### src/rtl/keys_snapshot_ctrl_pkg.sv
// nyan_keys_pkg: shared definitions for the key snapshot controller.
//   - FSM state encoding for the sweep/freeze controller
//   - snapshot RAM address width
//   - GROUPS derivation and the address of the trailing sequence byte
package nyan_keys_pkg;

  localparam int RAM_AW = 9;

  typedef enum logic [2:0] {
    ST_IDLE   = 3'd0,
    ST_LATCH  = 3'd1,
    ST_WRITE  = 3'd2,
    ST_SEQ    = 3'd3,
    ST_FROZEN = 3'd4
  } state_t;

  // Number of 8-bit groups needed to hold num_keys bits.
  function automatic int calc_groups(input int num_keys);
    return (num_keys + 7) / 8;
  endfunction

  // The sequence byte lives directly after the last key group.
  function automatic int seq_addr(input int num_keys);
    return calc_groups(num_keys);
  endfunction

endpackage

### src/rtl/keys_snapshot_ctrl_if.sv
// keys_snapshot_ctrl_if: snapshot RAM write port.
//   we    : write enable
//   waddr : write address (RAM_AW bits)
//   wdata : write data byte
// master drives the bus (controller), slave receives it (RAM side).
interface keys_snapshot_ctrl_if;

  logic                            we;
  logic [nyan_keys_pkg::RAM_AW-1:0] waddr;
  logic [7:0]                      wdata;

  modport master (output we, output waddr, output wdata);
  modport slave  (input  we, input  waddr, input  wdata);

endinterface

### src/rtl/keys_snapshot_ctrl_sync.sv
// sync_2ff: two-flop synchronizer for a single asynchronous level.
//   clk  : destination clock
//   rstn : asynchronous active-low reset, both flops load RESET_VAL
//   d    : asynchronous input
//   q    : synchronized output
module sync_2ff #(
  parameter logic RESET_VAL = 1'b1
) (
  input  logic clk,
  input  logic rstn,
  input  logic d,
  output logic q
);

  logic meta;

  always_ff @(posedge clk or negedge rstn) begin
    if (!rstn) begin
      meta <= RESET_VAL;
      q    <= RESET_VAL;
    end else begin
      meta <= d;
      q    <= meta;
    end
  end

endmodule

### src/rtl/keys_snapshot_ctrl.sv
// keys_snapshot_ctrl: periodically snapshots the key levels into a small RAM
// (one byte per group of 8 keys, followed by a frame sequence byte) and stops
// writing while an SPI master holds chip select low to read the RAM.
//   clk_g_int_buf : core clock
//   rstn_g_i      : asynchronous active-low reset
//   spi_cs_g_i    : raw SPI chip select (active-low, asynchronous)
//   keys_i        : debounced key levels
//   ram           : snapshot RAM write port (master)
//   frame_seq_o   : current frame sequence number
//   change_irq_o  : one-cycle pulse when a sweep saw a key change
//   frozen_o      : high while RAM writes are held off for SPI
module keys_snapshot_ctrl
  import nyan_keys_pkg::*;
#(
  parameter int NUM_KEYS  = 61,
  parameter int SWEEP_DIV = 1200
) (
  input  logic                clk_g_int_buf,
  input  logic                rstn_g_i,
  input  logic                spi_cs_g_i,
  input  logic [NUM_KEYS-1:0] keys_i,
  keys_snapshot_ctrl_if.master ram,
  output logic [7:0]          frame_seq_o,
  output logic                change_irq_o,
  output logic                frozen_o
);

  localparam int GROUPS = calc_groups(NUM_KEYS);
  localparam int SNAP_W = GROUPS * 8;
  localparam int TW     = $clog2(SWEEP_DIV);

  localparam logic [RAM_AW-1:0] LAST_IDX   = RAM_AW'(GROUPS - 1);
  localparam logic [RAM_AW-1:0] SEQ_ADDR   = RAM_AW'(seq_addr(NUM_KEYS));
  localparam logic [TW-1:0]     TIMER_LAST = TW'(SWEEP_DIV - 1);

  state_t              state, state_n;
  logic                cs_s;
  logic [TW-1:0]       timer;
  logic                tick;
  logic                pending;
  logic [RAM_AW-1:0]   index;
  logic [SNAP_W-1:0]   snap;
  logic [SNAP_W-1:0]   prev;
  logic [SNAP_W-1:0]   keys_pad;
  logic [SNAP_W-1:0]   snap_shift;
  logic                changed;
  logic [7:0]          seq;
  logic                irq;
  logic                enter_latch;
  logic                leave_frozen;
  logic                we_c;
  logic [RAM_AW-1:0]   waddr_c;
  logic [7:0]          wdata_c;

  sync_2ff #(.RESET_VAL(1'b1)) u_cs_sync (
    .clk  (clk_g_int_buf),
    .rstn (rstn_g_i),
    .d    (spi_cs_g_i),
    .q    (cs_s)
  );

  assign keys_pad   = SNAP_W'(keys_i);
  assign snap_shift = snap >> {index, 3'b000};
  assign tick       = (timer == TIMER_LAST);

  always_ff @(posedge clk_g_int_buf or negedge rstn_g_i) begin
    if (!rstn_g_i) begin
      timer <= '0;
    end else if (tick) begin
      timer <= '0;
    end else begin
      timer <= timer + TW'(1);
    end
  end

  // A tick or the end of a freeze arms the next sweep; arming wins over the
  // clear so a tick landing on LATCH entry is not lost.
  always_ff @(posedge clk_g_int_buf or negedge rstn_g_i) begin
    if (!rstn_g_i) begin
      pending <= 1'b1;
    end else if (tick || leave_frozen) begin
      pending <= 1'b1;
    end else if (enter_latch) begin
      pending <= 1'b0;
    end
  end

  always_ff @(posedge clk_g_int_buf or negedge rstn_g_i) begin
    if (!rstn_g_i) begin
      state <= ST_IDLE;
    end else begin
      state <= state_n;
    end
  end

  // Once a sweep leaves IDLE it runs to SEQ regardless of chip select, so
  // the reader never sees a half-written frame.
  always_comb begin
    state_n      = state;
    we_c         = 1'b0;
    waddr_c      = '0;
    wdata_c      = '0;
    enter_latch  = 1'b0;
    leave_frozen = 1'b0;
    case (state)
      ST_IDLE: begin
        if (!cs_s) begin
          state_n = ST_FROZEN;
        end else if (pending) begin
          state_n     = ST_LATCH;
          enter_latch = 1'b1;
        end
      end
      ST_LATCH: begin
        state_n = ST_WRITE;
      end
      ST_WRITE: begin
        we_c    = 1'b1;
        waddr_c = index;
        wdata_c = snap_shift[7:0];
        if (index == LAST_IDX) begin
          state_n = ST_SEQ;
        end
      end
      ST_SEQ: begin
        we_c    = 1'b1;
        waddr_c = SEQ_ADDR;
        wdata_c = seq + {7'd0, changed};
        state_n = cs_s ? ST_IDLE : ST_FROZEN;
      end
      ST_FROZEN: begin
        if (cs_s) begin
          state_n      = ST_IDLE;
          leave_frozen = 1'b1;
        end
      end
      default: begin
        state_n = ST_IDLE;
      end
    endcase
  end

  always_ff @(posedge clk_g_int_buf or negedge rstn_g_i) begin
    if (!rstn_g_i) begin
      index   <= '0;
      snap    <= '0;
      prev    <= '0;
      changed <= 1'b0;
      seq     <= '0;
    end else begin
      case (state)
        ST_LATCH: begin
          snap    <= keys_pad;
          changed <= (keys_pad != prev);
          index   <= '0;
        end
        ST_WRITE: begin
          index <= index + RAM_AW'(1);
        end
        ST_SEQ: begin
          seq  <= seq + {7'd0, changed};
          prev <= snap;
        end
        default: begin
        end
      endcase
    end
  end

  // Registered so the pulse lines up exactly with the SEQ cycle.
  always_ff @(posedge clk_g_int_buf or negedge rstn_g_i) begin
    if (!rstn_g_i) begin
      irq <= 1'b0;
    end else begin
      irq <= (state == ST_WRITE) && (index == LAST_IDX) && changed;
    end
  end

  assign ram.we       = we_c;
  assign ram.waddr    = waddr_c;
  assign ram.wdata    = wdata_c;
  assign frame_seq_o  = seq;
  assign change_irq_o = irq;
  assign frozen_o     = (state == ST_FROZEN);

endmodule

### src/flat_wrapper.sv
// flat-port wrapper written by rule: the top's interface ports become plain ports
module keys_snapshot_ctrl_flat import nyan_keys_pkg::*;
#(
  parameter int NUM_KEYS  = 61,
  parameter int SWEEP_DIV = 1200
)
  (clk_g_int_buf, rstn_g_i, spi_cs_g_i, keys_i, frame_seq_o, change_irq_o, frozen_o, ram_we, ram_waddr, ram_wdata);
  keys_snapshot_ctrl_if ram_i ();
  input  logic clk_g_int_buf;
  input  logic rstn_g_i;
  input  logic spi_cs_g_i;
  input  logic [NUM_KEYS-1:0] keys_i;
  output logic [7:0] frame_seq_o;
  output logic change_irq_o;
  output logic frozen_o;
  output wire logic [$bits(ram_i.we)-1:0] ram_we;
  output wire logic [$bits(ram_i.waddr)-1:0] ram_waddr;
  output wire logic [$bits(ram_i.wdata)-1:0] ram_wdata;
  assign ram_we = ram_i.we;
  assign ram_waddr = ram_i.waddr;
  assign ram_wdata = ram_i.wdata;
  keys_snapshot_ctrl #(.NUM_KEYS(NUM_KEYS), .SWEEP_DIV(SWEEP_DIV)) u_core (.clk_g_int_buf(clk_g_int_buf), .rstn_g_i(rstn_g_i), .spi_cs_g_i(spi_cs_g_i), .keys_i(keys_i), .ram(ram_i), .frame_seq_o(frame_seq_o), .change_irq_o(change_irq_o), .frozen_o(frozen_o));
endmodule
### config.mk
export PLATFORM = sky130hd
export DESIGN_NAME = keys_snapshot_ctrl_flat
export DESIGN_NICKNAME = d
export VERILOG_FILES = /design/src/rtl/keys_snapshot_ctrl_pkg.sv /design/src/rtl/keys_snapshot_ctrl_if.sv /design/src/rtl/keys_snapshot_ctrl_sync.sv /design/src/rtl/keys_snapshot_ctrl.sv /design/src/flat_wrapper.sv
export SDC_FILE = /design/constraint.sdc
export NUM_CORES = 1
export LEC_CHECK = 0
export ABC_AREA = 1
export CAP_MARGIN = 10
export CORE_UTILIZATION = 55
export CTS_CLUSTER_DIAMETER = 100
export DETAILED_ROUTE_END_ITERATION = 10
export PLACE_DENSITY_LB_ADDON = 0.3
export SLEW_MARGIN = 10
export SYNTH_ARGS = -nofsm -noshare
export SYNTH_HDL_FRONTEND = slang
export SYNTH_SLANG_ARGS = --single-unit
### constraint.sdc
create_clock -name clk_g_int_buf -period 2.3 [get_ports clk_g_int_buf]
set_input_delay 0.575 -clock clk_g_int_buf [delete_from_list [all_inputs] [get_ports clk_g_int_buf]]
set_output_delay 0.575 -clock clk_g_int_buf [all_outputs]
set_load 0.1 [all_outputs]
# Word level (Yosys, flattened, before mapping)
# Index checks and enable logic that the tools add are counted.
# Widths: inputs -> output; s select.
[totals] regBits=158 out_inout_bits=28 mem_count=0 mem_bits_rw=0 in_bits=64 latchBits=0 romBits=0
[op_classes] n_shift=1 n_reduce_logical=8 eq_ne=10 multipliers=0 bitwise_logic=0 muxes=18 div=0 n_lt_le_gt_ge=0 addsub=3
[ops] op="$ne 61x61->1" n=1
[ops] op="$shr 61x12->8" n=1
[ops] op="$pmux 9 s2" n=2
[ops] op="$pmux 8 s2" n=1
[ops] op="$mux 3" n=5
[ops] op="$pmux 3 s5" n=1
[ops] op="$add 11x1->11 const B" n=1
[ops] op="$eq 11x11->1 const B" n=1
[ops] op="$mux 11" n=1
[ops] op="$add 9x1->9 const B" n=1
[ops] op="$eq 9x3->1 const B" n=1
[ops] op="$add 8x1->8" n=1
[ops] op="$mux 1" n=8
[ops] op="$eq 3x2->1 const B" n=2
[ops] op="$ne 2x1->1 const B" n=2
[ops] op="$reduce_bool 2->1" n=2
[ops] op="$eq 3x1->1 const B" n=1
[ops] op="$eq 3x3->1 const B" n=1
[ops] op="$logic_not 3->1" n=1
[ops] op="$ne 3x2->1 const B" n=1
[ops] op="$reduce_and 3->1" n=1
[ops] op="$logic_and 1x1->1" n=2
[ops] op="$reduce_or 2->1" n=1
[ops] op="$logic_or 1x1->1" n=1

# Longest topological paths before layout
[depth] depth_word=5 depth_mapped=9 depth_no_buf=9

# By module
# Synthesis repeated with hierarchy kept, for this count alone.
[hier_totals] cells_unflattened=1048 hier_area_um2=7863.8
[by_module_without_submodules] module="keys_snapshot_ctrl" n_inst=1 seq_area_each_um2=3905.0 area_each_um2=7811.2 cells_per_inst=1046
[by_module_without_submodules] module="sync_2ff" n_inst=1 seq_area_each_um2=52.6 area_each_um2=52.6 cells_per_inst=2

# Least setup slack after synthesis
# OpenSTA, ideal clock, no wires.
[synth_timing] path_kind="register to output" from="reg u_core.state[2]" to="out ram_waddr[3]" path_stages_with_launch=6 path_slack_ps=-1355 arrival_time_ps=3080 path_cell_list="dfrtp_1 -> inv_2 -> nand3_1 -> buf_4 -> buf_2 -> o21ai_0"
[synth_via] elab_chain_len=2 elab_cells_between_ends=3 classes_between="eq/ne: 2; mux: 1"
[synth_lines] element="from (decl)" line_no="keys_snapshot_ctrl.sv:36" rtl="state_t state, state_n;"
[synth_lines] element="from (signal assigned)" line_no="keys_snapshot_ctrl.sv:92" rtl="state <= state_n;"
[synth_lines] element="$eq 3x2->1" line_no="keys_snapshot_ctrl.sv:105" rtl="case (state)"
[synth_lines] element="$pmux 9 s2 *" line_no="keys_snapshot_ctrl.sv:105"
[synth_lines] element="to (decl)" line_no="flat_wrapper.sv:17" rtl="output wire logic [$bits(ram_i.waddr)-1:0] ram_waddr;"
# Every way passes the cells marked *; elsewhere a longest branch is shown, timed or not.

# Worst setup path after layout
[layout_timing] from="reg u_core.index[4]" to="out ram_wdata[6]"
[layout_via] elab_chain_len=2
[layout_lines] element="from (decl)" line_no="keys_snapshot_ctrl.sv:41" rtl="logic [RAM_AW-1:0] index;"
[layout_lines] element="from (signal assigned)" line_no="keys_snapshot_ctrl.sv:158" rtl="index <= index + RAM_AW'(1);"
[layout_lines] element="$shr 61x12->8" line_no="keys_snapshot_ctrl.sv:63" rtl="assign snap_shift = snap >> {index, 3'b000};"
[layout_lines] element="$pmux 8 s2" line_no="keys_snapshot_ctrl.sv:105"
[layout_lines] element="to (decl)" line_no="flat_wrapper.sv:18" rtl="output wire logic [$bits(ram_i.wdata)-1:0] ram_wdata;"
# No other way between the ends.

==> impl_results.md <==
* Status: complete, but fails checks
* Violations in the final reports: negative setup slack
* Post-placement setup slack at 0.06627 ns
* Hold Worst Slack at 0.1325 ns
* Power per cell area at 1249 nW/um^2
* CP Capture Point: ram_wdata[6]
* Nets@finish at about 1.2k
* Cell type with the highest aggregate area in the netlist: dfrtp_1
* Required time of the worst setup path at 1.73 ns
* Main synth FF type: dfrtp_1
* Sequential Area at 3975 sq um
* Measured slew at the worst slew-check pin at between 0.8 and 0.9 ns
* Critical R2R Capture: u_core.prev[24]$_DFFE_PN0N_
* CP max FO at 8
* Mean post-synth cell area at between 7 and 8 sq um
* Worst clock skew at 0.008198 ns
* Minimum setup slack among reg-to-reg paths at between 0.2 and 0.3 ns
* Max frequency at 383.2 MHz
* Vias in the first global route at a little under 7k
* Wire length of the first global-routing pass at 34070 um
* Final total negative setup slack at -1.991 ns
* Clock Latency Late Sink at 0.44 ns
* Count of input and output buffers at 91
* Path category of the worst min-delay check: in -> async
* Worst R2R Path Depth at 4
* Synthesized flop and latch total at around 160
* Min setup slack post-route at -0.3094 ns
* Synthesized-area fraction occupied by and/or/nand/nor cells at 22.91%
* DR vias at around 7.4k
* Adder-cell share of the synthesized area at 0.6343%
* Routability congestion estimate at slightly above 0.9
* Row count at 43
* Max-capacitance violation count at 0
* Filler cell count in the final layout at 1039
* Multi-input gate area in the final layout at 3309 sq um
* Sum of buffers and inverters on the critical path at 1
* Critical path capture point type: primary output
* Residual DRC at 0
* Part of the Yosys area used for sequential elements at approximately 50%
* Static leakage at around 0.0049 uW
* Die extent in y at around 120 um
* Die W at 121.8 um
* Post-DR wirelength/cell at 15.86 um
* Post-synth cell types at 34
* Average via count per standard cell at 5.479
* Final number of max-transition violations at 0
* Slew margin rel. at 45.01%
* Dominant combinational cell family by area after synthesis: simple AND/OR/NAND/NOR gates
* Dominant cell by count in the synthesized netlist: nand2_1
* Number of clock buffers inserted by TritonCTS at 17
* Number of buffers inserted for hold repair after clock tree synthesis at 0
* Number of enable-type register cells in the synthesized netlist at 0
* Die area at 14830 sq um
* Clk Tree Root Cell: clkbuf_16
* Router iterations before antenna repair at 6
* CP Depth at 6
* P&R area growth vs syn at 28.24%
* Arrival time at the worst endpoint at 2.03 ns
* Final WL at ~21000 um
* Cell types with the highest counts after synthesis: nand2_1, o21ai_0, dfrtp_1, inv_1, nor2_1
* Final clock period utilization by the worst path at 113.5%
* Top post-synthesis cells by area: dfrtp_1, nand2_1, o21ai_0, inv_1, nor2_1
* Multiplexer share of the synthesized area at 0%
* Post-route antenna net violation count at 0
* Worst r2r src: u_core.state[2]$_DFFE_PN0P_
* Largest net degree at the start of global routing at 128
* Post-detailed-placement half-perimeter wirelength at between 10000 and 15000 um
* Cell type of the slowest stage on the worst timing path: dfrtp_1
* Gr ovfl total at 0
* Overall global routing resource usage at 30.54%
* Setup repair after global routing missed its margin: yes
* Ordered list of cells on the worst path: nor3_2, nand4_1, nor2_4, o211ai_1, nand2_4, buf_12
* Synthesized instance count at around 1.0k
* Time the final worst path needs with I/O delays and setup at ~2.6 ns
* Ratio of cells with drive above 1 in the final layout at 13.10%
* Number of levels in the clock H-tree at 4
* Clock Pin Slew Worst Setup and Hold Paths at 0.07 ns
* XOR/XNOR share of the synthesized area at 0.9990%
* CTS Sinks at 158
* Worst supply voltage drop on vdd at 0.6809 mV
* Top cell type's share of synthesized area at 49.16%
* Ant diodes at 0
* Setup violators final at 10
* Initial Utilization at 56.62%
* TritonCTS clock tree: done
* Maximum root-to-sink buffer count at 2
* Syn. warnings at 0
* Cell area after technology mapping at 7890 sq um
* Type of the worst setup path: reg -> out
* Boundary Pins at 92
* Number of nets produced by synthesis at 1117
* Worst setup path start: u_core.index[4]$_DFFE_PN0P_
* Nature of the critical path startpoint: register
* Hold Fails Final Rpt at 0
* Core Box Area at 13930 sq um
* Iteration-0 DRC Markers at 694
* Cell family with the largest share of critical-path delay: simple AND/OR/NAND/NOR gates
* Max stage delay on crit path at approximately 0.42 ns
* Async SR Flop Fraction at 100.0%
* Initial antenna violation count at 0
* Compound-Gate Fraction of Synth Area at roughly 15%
-- worst min-delay path by stage --
stage | startpoint | to | cells after the start
5_1_grt | rstn_g_i | u_core.snap[25]$_DFFE_PN0P_ | 1
3_5_place_dp | u_core.u_cs_sync.meta$_DFF_PN1_ | u_core.u_cs_sync.q$_DFF_PN1_ | 0
3_3_place_gp | u_core.u_cs_sync.meta$_DFF_PN1_ | u_core.u_cs_sync.q$_DFF_PN1_ | 0
6_report | rstn_g_i | u_core.prev[24]$_DFFE_PN0N_ | 1
2_1_floorplan | rstn_g_i | u_core.change_irq_o$_DFF_PN0_ | 0
4_1_cts | rstn_g_i | u_core.prev[50]$_DFFE_PN0N_ | 1
-- metal layers --
layer | vias up | routed length (um) | track usage [%]
met4 | 0 | 805 | 14.81
met3 | 63 | 1626 | 6.086
li1 | 3521 | - | -
met2 | 304 | 10100 | 48.48
met1 | 3498 | 8853 | 40.11
met5 | - | 0 | 0
-- cell families after synthesis --
group	after synthesis
compound gates	225
xor+xnor	9
fa+ha+maj	4
buf+inv	197
flops	158
simple gates	456
-- flip-flops by register name, summed over array words and instances, names as in the netlist --
name	flops
u_core.change_irq_o	1
u_core.changed	1
u_core.frame_seq_o	8
u_core.index	9
u_core.pending	1
u_core.prev	61
u_core.snap	61
u_core.state	3
u_core.timer	11
u_core.u_cs_sync.meta	1
u_core.u_cs_sync.q	1
-- placed cells by master (no fill, tap or decap), types with 3 or more instances in the layout --
cell type        count
buf_12              23
nand3_1             25
buf_4               35
a21oi_1             26
dfstp_2              3
nor2_1              80
xor2_1               7
inv_2                5
clkbuf_16           17
dfrtp_2              8
nand4_1              3
o221ai_1             6
nand3_2              3
nand2_2              7
nand2_1            309
clkinv_4             5
clkinvlp_4           5
o21ai_0            169
inv_1              149
buf_6                7
clkdlybuf4s50_1     62
inv_6                3
dfrtp_1            145
nor2_4               9
o22ai_1              3
o21ai_1              5
nor3_1               4
o211ai_1             9
-- timing repair --
action | in CTS | in global routing
buffers inserted | 15 | 2
pin swaps | 10 | 4
gates cloned | 0 | 1
resized for setup | 24 | 10
endpoints found under the setup margin | 12 | 12
-- area by class of cell --
type	count	share of cell area [%]
clock buffers	18	4.241
clock inverters	14	1.583
inverters	156	5.849
multi-input cells	694	32.71
flip-flops and latches	158	39.29
well taps	180	2.226
repair buffers	127	14.06
repair inverters	1	0.04946
-- power breakdown --
group | total, uW | internal [uW] | switching (uW)
Combinational | 4900 | 1730 | 3170
Sequential | 4910 | 3950 | 957
Clock | 2830 | 1610 | 1220
-- stage by stage --
stage | instances | util (%) | cell area [sq um] | power [uW]
6_report | 1348 | 72.61 | 10120 | 12640
5_1_grt | 1348 | 72.61 | 10120 | 13370
4_1_cts | 1345 | 72.25 | 10070 | 12460
3_5_place_dp | 1298 | 66.58 | 9278 | 9417
3_3_place_gp | 1298 | 66.58 | 9278 | 9241
2_1_floorplan | 1049 | - | 8004 | 7830
No activity file was read; power rests on OpenSTA's default activity.
